## config.mk

```make
export PLATFORM = sky130hd
export DESIGN_NAME = sprite_line_fetcher
export DESIGN_NICKNAME = d
export VERILOG_FILES = /design/src/rtl/sprite_line_fetcher.sv
export SDC_FILE = /design/constraint.sdc
export NUM_CORES = 1
export LEC_CHECK = 0
export ABC_AREA = 1
export BUFFER_PORTS_ARGS = -buffer_cell sky130_fd_sc_hd__buf_2
export CAP_MARGIN = 20
export CELL_PAD_IN_SITES_DETAIL_PLACEMENT = 0
export CELL_PAD_IN_SITES_GLOBAL_PLACEMENT = 1
export CORE_MARGIN = 2
export CORE_UTILIZATION = 29
export DETAILED_ROUTE_END_ITERATION = 10
export PLACE_DENSITY = 0.55
export SYNTH_ARGS = -nofsm -noshare
export SYNTH_HDL_FRONTEND = slang
export SYNTH_SLANG_ARGS = --single-unit
```

## constraint.sdc

```tcl
create_clock -name clk_i -period 2.1 [get_ports clk_i]
set_input_delay 0.21 -clock clk_i [delete_from_list [all_inputs] [get_ports clk_i]]
set_output_delay 0.21 -clock clk_i [all_outputs]
set_load 0.03 [all_outputs]
```

## src/rtl/sprite_line_fetcher.sv

```systemverilog
// Sprite line fetcher: reads one 16-pixel row of a 16x16 sprite ROM during horizontal blank
// and displays it through a double buffer. Define SPRITE_FLIP_H_EN to honour flip_h_i.
module sprite_line_fetcher #(
    parameter int COORD_W = 10
) (
    input  logic               clk_i,
    input  logic               reset_n_i,
    input  logic               line_start_i,
    input  logic [COORD_W-1:0] next_line_i,
    input  logic [COORD_W-1:0] sprite_x_i,
    input  logic [COORD_W-1:0] sprite_y_i,
    input  logic               flip_h_i,
    output logic [3:0]         rom_x_o,
    output logic [3:0]         rom_y_o,
    input  logic [1:0]         rom_pal_i,
    input  logic [COORD_W-1:0] pixel_x_i,
    output logic [1:0]         pal_out_o,
    output logic               pal_opaque_o,
    output logic               busy_o
);

`ifdef SPRITE_FLIP_H_EN
    localparam logic FLIP_EN = 1'b1;
`else
    localparam logic FLIP_EN = 1'b0;
`endif

    localparam logic [COORD_W:0] SPAN = (COORD_W+1)'(15);

    typedef enum logic [1:0] {
        ST_IDLE   = 2'd0,
        ST_FETCH  = 2'd1,
        ST_COMMIT = 2'd2
    } state_e;

    state_e               state_q;
    logic [3:0]           col_q;
    logic [3:0]           row_q;
    logic [15:0][1:0]     fetch_buf_q;
    logic [15:0][1:0]     disp_buf_q;
    logic [COORD_W-1:0]   disp_x_q;
    logic [COORD_W-1:0]   pos_x_q;
    logic                 flip_q;
    logic                 busy_q;
    logic [1:0]           pal_q;
    logic                 opaque_q;

    logic [COORD_W:0]     line_ext_s;
    logic [COORD_W:0]     y_ext_s;
    logic                 hit_s;
    logic [3:0]           row_s;
    logic [3:0]           wr_idx_s;
    logic [COORD_W:0]     px_ext_s;
    logic [COORD_W:0]     dx_ext_s;
    logic                 in_rng_s;
    logic [3:0]           disp_idx_s;
    logic [1:0]           disp_pal_s;

    // One extra bit keeps sprite_y + 15 and disp_x + 15 from wrapping at the screen edge.
    assign line_ext_s = {1'b0, next_line_i};
    assign y_ext_s    = {1'b0, sprite_y_i};
    assign hit_s      = (line_ext_s >= y_ext_s) && (line_ext_s <= (y_ext_s + SPAN));
    assign row_s      = next_line_i[3:0] - sprite_y_i[3:0];
    assign wr_idx_s   = (FLIP_EN && flip_q) ? (4'd15 - col_q) : col_q;

    assign px_ext_s   = {1'b0, pixel_x_i};
    assign dx_ext_s   = {1'b0, disp_x_q};
    assign in_rng_s   = (px_ext_s >= dx_ext_s) && (px_ext_s <= (dx_ext_s + SPAN));
    assign disp_idx_s = pixel_x_i[3:0] - disp_x_q[3:0];
    assign disp_pal_s = disp_buf_q[disp_idx_s];

    // Fetch FSM: line_start always wins, aborting any fetch or commit in progress.
    always_ff @(posedge clk_i or negedge reset_n_i) begin
        if (!reset_n_i) begin
            state_q     <= ST_IDLE;
            col_q       <= 4'd0;
            row_q       <= 4'd0;
            fetch_buf_q <= '0;
            disp_buf_q  <= '0;
            disp_x_q    <= '0;
            pos_x_q     <= '0;
            flip_q      <= 1'b0;
            busy_q      <= 1'b0;
        end else if (line_start_i) begin
            pos_x_q <= sprite_x_i;
            flip_q  <= flip_h_i;
            col_q   <= 4'd0;
            if (hit_s) begin
                state_q <= ST_FETCH;
                row_q   <= row_s;
                busy_q  <= 1'b1;
            end else begin
                state_q     <= ST_COMMIT;
                row_q       <= 4'd0;
                busy_q      <= 1'b0;
                fetch_buf_q <= '0;
            end
        end else begin
            case (state_q)
                ST_IDLE: begin
                    state_q <= ST_IDLE;
                end
                ST_FETCH: begin
                    fetch_buf_q[wr_idx_s] <= rom_pal_i;
                    col_q                 <= col_q + 4'd1;
                    if (col_q == 4'd15) begin
                        state_q <= ST_COMMIT;
                        row_q   <= 4'd0;
                        busy_q  <= 1'b0;
                    end else begin
                        state_q <= ST_FETCH;
                    end
                end
                ST_COMMIT: begin
                    disp_buf_q <= fetch_buf_q;
                    disp_x_q   <= pos_x_q;
                    state_q    <= ST_IDLE;
                end
                default: begin
                    state_q <= ST_IDLE;
                    col_q   <= 4'd0;
                    row_q   <= 4'd0;
                    busy_q  <= 1'b0;
                end
            endcase
        end
    end

    // Display path: one-cycle registered lookup into the committed buffer.
    always_ff @(posedge clk_i or negedge reset_n_i) begin
        if (!reset_n_i) begin
            pal_q    <= 2'b00;
            opaque_q <= 1'b0;
        end else if (in_rng_s) begin
            pal_q    <= disp_pal_s;
            opaque_q <= (disp_pal_s != 2'b00);
        end else begin
            pal_q    <= 2'b00;
            opaque_q <= 1'b0;
        end
    end

    // col and row are held at zero outside FETCH, so they drive the ROM address directly.
    assign rom_x_o      = col_q;
    assign rom_y_o      = row_q;
    assign busy_o       = busy_q;
    assign pal_out_o    = pal_q;
    assign pal_opaque_o = opaque_q;

endmodule

```

==> results.txt <==
----------------------------------------------------
[Setup path]
  Worst setup EP type ... flop
  Critical R2R Launch ... disp_x_q[0]
  CP required ... approximately 2.4 ns
  Worst path slowest cell ... fa_2
  Largest incremental delay on the critical path ... about 0.6 ns
  CP Data Arrival Time ... 2.47 ns
  Number of cells on the critical path ... 13
  CP top delay family ... adder cells
  Number of cells on the worst reg-to-reg path ... 13
  Endpoint of the most critical register-to-register path ... pal_opaque_o
  Setup Crit Path Kind ... flop to flop
  Bufs and invs on worst path ... 4
  CP Launch Type ... flop
  Worst-case register-to-register setup slack ... -0.08 ns
  Crit-path cells ... ha_2 > inv_2 > fa_2 > buf_12 > buf_16 > o21ai_1 > o21ai_1 > nand2_1 > nand2_1 > inv_1 > a21oi_2 > nor2_1 > nor2_1
  Largest fanout of any net on the critical path ... 7

[Drt]
  Post-detailed-route count of antenna-violating nets ... 0
  Drt initial violations ... between 100 and 150
  WL per Instance ... between 10 and 15 µm
  DRT Wirelength ... ~14 mm
  Number of detailed-routing iterations run before antenna repair ... 4
  Ratio of routed vias to standard cells ... about 4.5
  Count of vias placed by the detailed router ... around 4.7k
  Number of remaining DRC errors ... 0

[Clock tree]
  Worst-Skew Late Latency ... approximately 0.35 ns
  Total CTS buffers ... 9
  Clock tree from TritonCTS ... done
  Clock-pin slew of the registers on the worst-case setup and hold paths ... around 0.08 ns
  Maximum clock path buffer count ... 2
  Cell chosen for the clock root ... clkbuf_16
  Clock tree sinks ... 98
  Number of levels the H-tree was split into ... 3

[Timing]
  Fin Clk Skew ... about 0.015 ns
  Worst hold slack after final layout ... 0.0576 ns
  Final setup violation count ... 3
  Slew at the pin closest to its max-slew limit ... 0.654 ns
  Period utilisation layout ... 104%
  Setup slack after layout ... -0.0820 ns
  Number of endpoints with negative hold slack in the final report ... 0
  Final Slew Violations ... 0
  Final Critical Period ... approximately 2.2 ns
  Max Clock Freq ... around 460 MHz
  Unrepaired setup endpoints after global routing ... true
  Slew margin rel. ... a little under three fifths

[Die]
  Total I/O pin count ... just under 60
  Placeable Area ... just under 0.02 mm²
  DIE WIDTH ... between 100 and 150 µm
  Die H ... ~140 µm
  Initial core utilization ... approximately 30%
  Total Die Area ... 0.0209 mm²
  Number of core rows ... 51

[Yosys]
  Post-synthesis instance area ... around 0.0057 mm²
  Fraction of synthesis flops using an asynchronous set or reset pin ... 100%
  Number of distinct library cells after synthesis ... 37
  Register area share after synthesis ... 42.8%
  Number of warnings reported in the yosys synthesis log ... 0
  EDFF count, synth ... 0
  Most instantiated flip-flop cell in the synthesis netlist ... dfrtp_1
  Flops & latches, synth ... slightly below 100
  Syn_nets ... roughly 800
  Synth Instances ... between 600 and 700
  Leading post-synthesis cells by cell area ... dfrtp_1, nand2_1, ha_1, inv_1, mux2_2
  Mean instance size in the synthesized netlist ... 8.23 µm²
  Leading area contributor after synthesis ... dfrtp_1
  Area share of the leading cell type in the synthesized netlist ... approximately 43%

[Power and ir drop]
  Leakage Power ... 3.68 nW
  Power per unit of standard cell area ... approximately 840 mW/mm²
  Max rail drop VDD ... between 0.4 and 0.5 mV
  Total power ... 6.10 mW

[Place]
  Half-perimeter wire length of the detailed placement result ... about 11 mm
  Final weighted congestion in routability-driven placement ... 0.827
  # port buffers ... 56
  Number of cells after detailed placement ... between 1k and 1.5k
  Post-DP Area ... roughly 0.0065 mm²

[Outcome]
  Violations in the final reports ... negative setup slack
  Outcome ... finished, violations left

[Cells and area]
  Fraction of layout instances using a drive strength above 1 ... between 20% and 30%
  Final layout net count ... around 880
  Count of non-filler cells in the finished layout ... 1054
  Final instance area ... ~0.0073 mm²
  Most used cells in the layout excluding fill and tap cells ... nand2_1, dfrtp_1, inv_1, nor2_1, buf_2
  Leading cell type in the layout, fill and taps excluded ... nand2_1
  Syn-to-layout area delta ... 27.4%
  ANT cells ... 0

[Min path]
  Worst min-delay path category ... input pin to flop
  Origin of the worst min-delay path ... sprite_x_i[5]
  WHS Path Cells ... 3
  Endpoint of the worst hold path ... pos_x_q[5]

[Global routing]
  Global Route Usage Sum ... between 10% and 20%
  Global route overflow ... 0
  Via count of the first global-routing pass ... a little under 5k
  Antenna violations before repair ... 0
  Wire length of the first global-routing pass ... about 24 mm
  Pin count of the biggest net entering global routing ... 58

[Flow run]
  Total of max-cap violations ... 0

----------------------------------------------------
==> registers in the layout (all words and copies together), names as in the netlist <==
| register | count |
|---|---|
| disp_buf_q | 32 |
| pal_opaque_o | 1 |
| disp_x_q | 10 |
| fetch_buf_q | 32 |
| pos_x_q | 10 |
| rom_y_o | 4 |
| state_q | 2 |
| pal_out_o | 2 |
| busy_o | 1 |
| rom_x_o | 4 |
==> synthesized netlist by cell type (2+ instances only) <==
cell / number
nand2_2: 4
o22ai_1: 4
nand3b_1: 2
ha_1: 46
inv_2: 5
xor2_1: 13
dfrtp_1: 98
a21o_1: 2
inv_1: 81
nor2_1: 63
fa_1: 2
nor3_1: 5
buf_4: 3
o21ai_0: 51
nand2_1: 182
nand4_1: 3
mux2_2: 27
a21oi_1: 26
nand3_1: 28
clkbuf_1: 4
o21ai_1: 16
buf_2: 9
nand2_4: 2
nand3_2: 2
xnor2_1: 5
nor2_4: 2
==> worst register-to-register path, delay by kind of cell, from the launching register on <==
kind	cells	cell delay (ns)
buffers and inverters	4	0.32
adder cells (fa/ha/maj)	2	0.79
flip-flops	1	0.38
AND/OR/NAND/NOR	4	0.26
AO/OA/AOI/OAI	3	0.38
==> per-layer routing <==
metal	GRT usage (%)	up-vias	share of wire [%]
met3	2.62	13	3.1
met4	5.06	0	1.9
met5	0	-	0
li1	-	2422	-
met2	23.7	70	47
met1	19.6	2230	48
==> how the worst max path moves through the flow <==
| stage | from | end |
|---|---|---|
| floorplan | sprite_y_i[0] | fetch_buf_q[30] |
| global placement | sprite_y_i[0] | fetch_buf_q[10] |
| detailed placement | sprite_y_i[0] | fetch_buf_q[26] |
| CTS | disp_x_q[0] | pal_out_o[1] |
| global route | disp_x_q[0] | pal_out_o[1] |
| finish | disp_x_q[0] | pal_opaque_o |
==> power breakdown <==
group	total [mW]	leakage, nW	internal [mW]	switching (mW)
Combinational	2.21	2.20	0.944	1.27
Clock	1.78	0.154	0.984	0.791
Sequential	2.12	1.32	2.03	0.0880
==> repair_timing <==
item | CTS | global route
gates cloned | 1 | 2
setup buffers | 3 | 0
hold buffers | 1 | 0
endpoints found under the hold margin | 31 | 0
setup endpoints to repair | 3 | 40
pin swaps | 20 | 24
resized for setup | 21 | 85
==> kinds of logic (layout without fill, tap and decap cells) <==
logic type | count (synthesis) | after routing | synth area share, %
multiplexers | 27 | 27 | 5.31
AND/OR/NAND/NOR | 297 | 298 | 21.5
AO/OA/AOI/OAI | 104 | 104 | 9.50
flip-flops | 98 | 98 | 42.8
XOR/XNOR | 18 | 18 | 2.75
buffers and inverters | 104 | 196 | 7.34
adder cells (fa/ha/maj) | 48 | 48 | 10.7
==> layout make-up <==
cell class | instances | area, µm²
clock buffer | 10 | 239
clock inverter | 6 | 82.6
fill | 2041 | 12100
inverter | 86 | 330
multi-input combinational | 495 | 3170
sequential | 98 | 2450
tap | 265 | 332
timing repair buffer | 94 | 688
==> metrics by stage <==
stage	util, %	setup TNS (ns)	setup WS (ns)
after floorplan	-	0	0.0208
after global placement	33.7	-10.75	-0.306
after detailed placement	33.7	-11.67	-0.343
after CTS	35.9	-0.283	-0.0985
after global routing	37.6	-0.990	-0.286
final	37.6	-0.197	-0.0820
No activity file was read; power rests on OpenSTA's default activity.
